### config.mk
export PLATFORM = sky130hd
export DESIGN_NAME = idex_pipe
export DESIGN_NICKNAME = d
export VERILOG_FILES = /design/src/rtl/idex_pipe.sv
export SDC_FILE = /design/constraint.sdc
export NUM_CORES = 1
export LEC_CHECK = 0
export CORE_MARGIN = 2
export CORE_UTILIZATION = 30
export DETAILED_ROUTE_END_ITERATION = 16
export GPL_ROUTABILITY_DRIVEN = 0
export GPL_TIMING_DRIVEN = 0
export PLACE_DENSITY_LB_ADDON = 0.05
export SETUP_SLACK_MARGIN = 0.1
export SKIP_CTS_REPAIR_TIMING = 1
export SLEW_MARGIN = 10
export SYNTH_ARGS = -nofsm -noshare
export SYNTH_HDL_FRONTEND = slang
export SYNTH_SLANG_ARGS = --single-unit
### constraint.sdc
create_clock -name clk -period 12.22 [get_ports clk]
set_input_delay 2.444 -clock clk [delete_from_list [all_inputs] [get_ports clk]]
set_output_delay 2.444 -clock clk [all_outputs]
set_load 0.03 [all_outputs]
### src/rtl/idex_pipe.sv
// ID/EX pipeline register: single-entry valid/ready stage with stall hold,
// synchronous flush and load-use bubble insertion with a saturating bubble count.
module idex_pipe #(
    parameter int DATA_W    = 32,
    parameter int REG_W     = 5,
    parameter int CTRL_W    = 8,
    parameter int LOAD_BIT  = 0,
    parameter int USERT_BIT = 1,
    parameter int CNT_W     = 16
) (
    input  logic              clk,
    input  logic              rst,
    input  logic              flush,
    input  logic              i_valid,
    output logic              o_ready,
    input  logic [DATA_W-1:0] i_busA,
    input  logic [DATA_W-1:0] i_busB,
    input  logic [DATA_W-1:0] i_imm32,
    input  logic [REG_W-1:0]  i_rs,
    input  logic [REG_W-1:0]  i_rt,
    input  logic [REG_W-1:0]  i_rd,
    input  logic [CTRL_W-1:0] i_ctrl,
    input  logic              i_ready,
    output logic              o_valid,
    output logic [DATA_W-1:0] o_busA,
    output logic [DATA_W-1:0] o_busB,
    output logic [DATA_W-1:0] o_imm32,
    output logic [REG_W-1:0]  o_rs,
    output logic [REG_W-1:0]  o_rt,
    output logic [REG_W-1:0]  o_rd,
    output logic [CTRL_W-1:0] o_ctrl,
    output logic              o_hazard,
    output logic [CNT_W-1:0]  o_bubble_cnt
);

    typedef struct packed {
        logic [DATA_W-1:0] busA;
        logic [DATA_W-1:0] busB;
        logic [DATA_W-1:0] imm;
        logic [REG_W-1:0]  rs;
        logic [REG_W-1:0]  rt;
        logic [REG_W-1:0]  rd;
        logic [CTRL_W-1:0] ctrl;
    } payload_t;

    payload_t         pl_q, pl_d, pl_in;
    logic             valid_q, valid_d;
    logic [CNT_W-1:0] cnt_q, cnt_d;
    logic             hazard;

    assign pl_in = '{busA: i_busA, busB: i_busB, imm: i_imm32,
                     rs: i_rs, rt: i_rt, rd: i_rd, ctrl: i_ctrl};

    // Held load whose destination feeds the incoming instruction; r0 is never a hazard.
    assign hazard = valid_q & pl_q.ctrl[LOAD_BIT] & (pl_q.rd != '0) & i_valid &
                    ((i_rs == pl_q.rd) | (i_ctrl[USERT_BIT] & (i_rt == pl_q.rd)));

    assign o_ready = (~valid_q | i_ready) & ~hazard;

    always_comb begin
        valid_d = valid_q;
        pl_d    = pl_q;
        cnt_d   = cnt_q;
        if (flush) begin
            valid_d = 1'b0;
            pl_d    = '0;
        end else if (valid_q && !i_ready) begin
            valid_d = valid_q;
        end else if (hazard) begin
            // Load drains to EX; a zero bubble takes its place while ID retries.
            valid_d = 1'b0;
            pl_d    = '0;
            cnt_d   = (&cnt_q) ? cnt_q : cnt_q + 1'b1;
        end else if (i_valid) begin
            valid_d = 1'b1;
            pl_d    = pl_in;
        end else begin
            valid_d = 1'b0;
            pl_d    = '0;
        end
    end

    always_ff @(posedge clk or posedge rst) begin
        if (rst) begin
            valid_q <= 1'b0;
            pl_q    <= '0;
            cnt_q   <= '0;
        end else begin
            valid_q <= valid_d;
            pl_q    <= pl_d;
            cnt_q   <= cnt_d;
        end
    end

    assign o_valid      = valid_q;
    assign o_busA       = pl_q.busA;
    assign o_busB       = pl_q.busB;
    assign o_imm32      = pl_q.imm;
    assign o_rs         = pl_q.rs;
    assign o_rt         = pl_q.rt;
    assign o_rd         = pl_q.rd;
    assign o_ctrl       = pl_q.ctrl;
    assign o_hazard     = hazard;
    assign o_bubble_cnt = cnt_q;

endmodule

Word-level counts from Yosys, hierarchy flattened
Index checks and enable logic that the tools add are counted.
{"block": "totals", "regBits": 136, "inputBits": 124, "out_inout_bits": 138}
{"block": "op_classes", "add_sub_neg": 1, "n_eq_ne": 3, "muxes": 8, "bitwise_logic": 13, "reduce_logical": 5}
{"op": "2-to-1 mux 119 bit", "count": 4}
{"op": "adder 16 x 1 -> 16 bit, second input constant", "count": 1}
{"op": "AND reduction 16 bit", "count": 1}
{"op": "equality test 5 bit", "count": 2}
{"op": "AND 1 bit", "count": 6}
{"op": "inverter 1 bit", "count": 5}
{"op": "nonzero test 5 bit", "count": 1}
{"op": "2-to-1 mux 1 bit", "count": 4}
{"op": "AND reduction 4 bit", "count": 1}
{"op": "inequality test 2 bit, second input constant", "count": 1}
{"op": "bitwise OR 1 bit", "count": 2}
{"op": "logical AND 1 bit", "count": 1}
{"op": "logical NOT 1 bit", "count": 1}

Depth between registers and ports, before layout
{"block": "logic_depth", "ltp_word": 7, "mapped_depth": 7, "mapped_depth_nobuf": 6}

Worst setup path after synthesis
No wires, ideal clock.
{"block": "synth_timing", "kind": "input to output", "start": "in i_rs[4]", "end": "out o_hazard", "arrival_ns": 3.669, "t_required_ns": 9.776, "path_slack_ns": 6.107, "stages": 5, "n_path_buf": 1, "cell_sequence": "xnor2_1 -> nand3_1 -> o22ai_2 -> clkbuf_1 -> and3_1"}
{"block": "synth_between", "elab_chain_cells": 3}
{"item": "from (decl)", "line_no": "19", "rtl": "input logic [REG_W-1:0] i_rs,"}
{"item": "equality test 5 bit", "line_no": "56", "rtl": "((i_rs == pl_q.rd) | (i_ctrl[USERT_BIT] & (i_rt == pl_q.rd)));"}
{"item": "bitwise OR 1 bit", "line_no": "56"}
{"item": "AND 1 bit", "line_no": "55", "rtl": "assign hazard = valid_q & pl_q.ctrl[LOAD_BIT] & (pl_q.rd != '0) & i_valid &"}
{"item": "to (decl)", "line_no": "32", "rtl": "output logic o_hazard,"}
No other way between the ends.

Worst setup path in the final report
{"block": "layout_timing", "start": "in i_rt[4]", "end": "out o_hazard"}
{"block": "layout_between", "elab_chain_cells": 4}
{"item": "from (decl)", "line_no": "20", "rtl": "input logic [REG_W-1:0] i_rt,"}
{"item": "equality test 5 bit", "line_no": "56"}
{"item": "AND 1 bit", "line_no": "56"}
{"item": "bitwise OR 1 bit", "line_no": "56"}
{"item": "AND 1 bit", "line_no": "55"}
No other way between the ends.

==> metrics <==
standard cell core area around 17000 um^2; max-cap viol count 0; required time worst endpoint around 9.8 ns; startpoint-to-endpoint class of the critical path in -> out; initial antenna violation count 0; commonest non-fill, non-tap cell in the layout sky130_fd_sc_hd__clkdlybuf4s50_1; Post-Synthesis Net Count 493; clk_lat worst skew between 0.4 and 0.5 ns; count of inserted antenna diode cells 0; DRC violations left 0; average via count per standard cell 4.775; peak fanout along the critical path 10; leakage about 3.8 nW; initial core utilization 30.79%; global-route wire length before repair 24.52 mm; gr usage total about 17%; Setup TNS Final 0 ns; power density cells around 130 nW/um^2; post-detailed-route wirelength per cell 18.24 um; Setup Viol. Count Final 0; cts bufs inserted 17; utilization after layout 51.07%; number of placement rows 48; startpoint of the most critical register-to-register path o_bubble_cnt[0]; worst voltage drop across the vdd grid ~0.090 mV; number of sinks handled by clock tree synthesis about 140; flip-flop and latch area ~3400 um^2; cell occurring most often along the worst timing path sky130_fd_sc_hd__clkdlybuf4s50_1; detailed-routing iteration count for the pre-antenna-repair pass 4; Top Ports ~260; category of the worst setup path launch point input pin; net count of the finished layout 774; detailed placer's ending HPWL about 12 mm; Final ANT Viol Nets 0; element type at the critical path end output pin; Critical Path Max Stage Delay slightly below 0.7 ns; synthesized cell area between 5000 and 6000 um^2; minimum period implied by the final worst setup slack 7.455 ns; Cells on Worst Hold Path 1; period utilisation layout roughly 61%; Syn Area/Cell roughly 15 um^2; root buf cell sky130_fd_sc_hd__clkbuf_16; maximum buffer depth of the clock tree 2; class of the tightest hold or removal check reg -> reg; worst-case headroom to the max-slew limit 49.58%; CTS tree built; max frequency approximately 130 MHz; worst slew pin tran roughly 0.76 ns; die outline area approximately 19000 um^2; Gate Count Post-Synth 368; maximum number of pins on one net before global-route repair between 70 and 80; GR Overflow Total 0; RSZ-0062 raised after global routing no; Initial DRC Count approximately 160; cells along the critical path clkdlybuf4s50_1 -> xnor2_1 -> nand4_1 -> o22ai_2 -> clkbuf_1 -> and3_1 -> clkdlybuf4s50_1; post-synthesis register bit count 136; cell with the biggest individual delay on the critical path sky130_fd_sc_hd__clkdlybuf4s50_1; Horiz. Die Dim between 100 and 150 um; logic depth of the worst setup path including buffers 7; number of hold violations in the final report 0; hold_sp o_bubble_cnt[14]; area of the multi-input gates around 1600 um^2; number of levels in the clock H-tree 4; cell depth of the worst flop-to-flop path 7; Post-Route Skew about 0.0086 ns; number of synthesis warnings 0; synthesis-to-layout area growth 65.86%; routed wire length between 15 and 20 mm; critical path buffer and inverter count 3; commonest cells after routing, fill and taps aside sky130_fd_sc_hd__clkdlybuf4s50_1, sky130_fd_sc_hd__dfrtp_1, sky130_fd_sc_hd__a22o_1, sky130_fd_sc_hd__xnor2_1; Critical Path Start i_rt[4]; number of distinct library cell variants in the gate-level netlist after synthesis 29; Max Slew Vio Count 0; Worst path top cell family by delay buffers and inverters; vias about 4200; signal arrival time at the worst endpoint between 5 and 6 ns; register clock-pin slew on the reported worst setup and hold paths approximately 0.060 ns; vertical die dimension about 140 um; fill count ~1500; # port buffers 261; number of global-route vias before repair between 4000 and 5000; status complete, no violations; share of the yosys chip area belonging to registers between 60% and 70%; share of post-route cells with drive strength above 1 7.402%
[path summary, 6_finish.rpt]
| check | slack [ns] | end |
|---|---|---|
| min in group asynchronous | 2.49 | o_busB[7] |
| setup reg to reg | 10.06 | o_bubble_cnt[10] |
| setup / recovery | 4.77 | o_hazard |
| hold / removal | 0.50 | o_bubble_cnt[14] |
| max in group asynchronous | 8.95 | o_ctrl[3] |
| hold reg to reg | 0.50 | o_bubble_cnt[14] |
[report_power, final]
group          switching [mW]  total [mW]  internal [mW]  leakage [nW]
clock network           0.193       0.510          0.317         0.271
logic                  0.0842       0.174         0.0901          1.72
registers              0.0114       0.480          0.468          1.84
total                   0.289        1.16          0.876          3.83
[layout make-up]
type / count / share of cell area, %
inverter: 2 / 0.1412
tap: 225 / 3.176
sequential: 136 / 38.40
timing repair buffer: 262 / 29.79
buffer: 28 / 3.374
multi-input combinational: 202 / 18.44
clock inverter: 10 / 1.341
clock buffer: 22 / 5.350
[flip-flops by register name, summed over array words and instances (netlist names)]
register / cells
o_busA: 32
o_busB: 32
o_imm32: 32
o_bubble_cnt: 16
o_ctrl: 8
o_rd: 5
o_rs: 5
o_rt: 5
o_valid: 1
[Yosys cell counts, drive strengths merged]
| cell type | count | area share [%] |
|---|---|---|
| dfrtp | 136 | 64 |
| a22o | 119 | 20 |
| xnor2 | 24 | 3.9 |
| clkbuf | 15 | 1.1 |
| buf | 13 | 4.5 |
| nand3 | 11 | 1.0 |
| nand2 | 8 | 0.56 |
| nand4 | 8 | 0.94 |
| nor2 | 6 | 0.42 |
| and3 | 5 | 0.59 |
| nand2b | 3 | 0.35 |
| inv | 2 | 0.14 |
| mux2 | 2 | 0.42 |
| nand3b | 2 | 0.28 |
| o22ai | 2 | 0.35 |
| a21boi | 1 | 0.14 |
| a21oi | 1 | 0.30 |
| and2 | 1 | 0.12 |
| and4 | 1 | 0.16 |
| ha | 1 | 0.23 |
| nand4b | 1 | 0.16 |
| nor3 | 1 | 0.094 |
| nor4 | 1 | 0.12 |
| nor4bb | 1 | 0.19 |
| o211a | 1 | 0.33 |
| o211ai | 1 | 0.14 |
| or4 | 1 | 0.21 |
[cell families (layout without fill, tap and decap cells)]
| logic type | count (synthesis) | in the layout | share of synthesized area (%) |
|---|---|---|---|
| AOI/OAI and AO/OA | 125 | 125 | 20.77 |
| and+or+nand+nor | 50 | 50 | 5.221 |
| DFF | 136 | 136 | 63.69 |
| buffers and inverters | 30 | 324 | 5.736 |
| adders and majority gates | 1 | 1 | 0.2341 |
| xor gates and xnor gates | 24 | 24 | 3.933 |
| muxes | 2 | 2 | 0.4214 |
[worst register-to-register path: stages (launching register included)]
cell and delay [ns]:
sky130_fd_sc_hd__dfrtp_1 0.44, sky130_fd_sc_hd__ha_1 0.26, sky130_fd_sc_hd__nand4_1 0.20, sky130_fd_sc_hd__nor4_1 0.10, sky130_fd_sc_hd__nor3_1 0.30, sky130_fd_sc_hd__clkbuf_1 0.41, sky130_fd_sc_hd__nand4_1 0.18, sky130_fd_sc_hd__xnor2_1 0.16
[layer usage]
metal,vias up,routed length (um),global-route usage (%)
met5,-,0,0
met4,0,270,5.498
met3,13,1462,6.218
met2,164,7623,27.22
met1,2088,6824,21.51
li1,1970,-,-
[metrics by stage]
stage / hold slack (ns) / total power [mW] / setup WS (ns) / std cells / cell area (um^2)
finish: 0.4980 / 1.164 / 4.765 / 887 / 8864
global route: 0.5155 / 1.213 / 4.596 / 887 / 8864
CTS: 0.5011 / 1.180 / 4.741 / 887 / 8864
detailed placement: 0.4898 / 0.6639 / 4.740 / 855 / 8270
global placement: 0.4865 / 0.6611 / 4.130 / 854 / 8238
floorplan: 0.6696 / 0.5689 / 6.107 / 368 / 5344
Note: power is estimated with default switching activity, not from simulation.
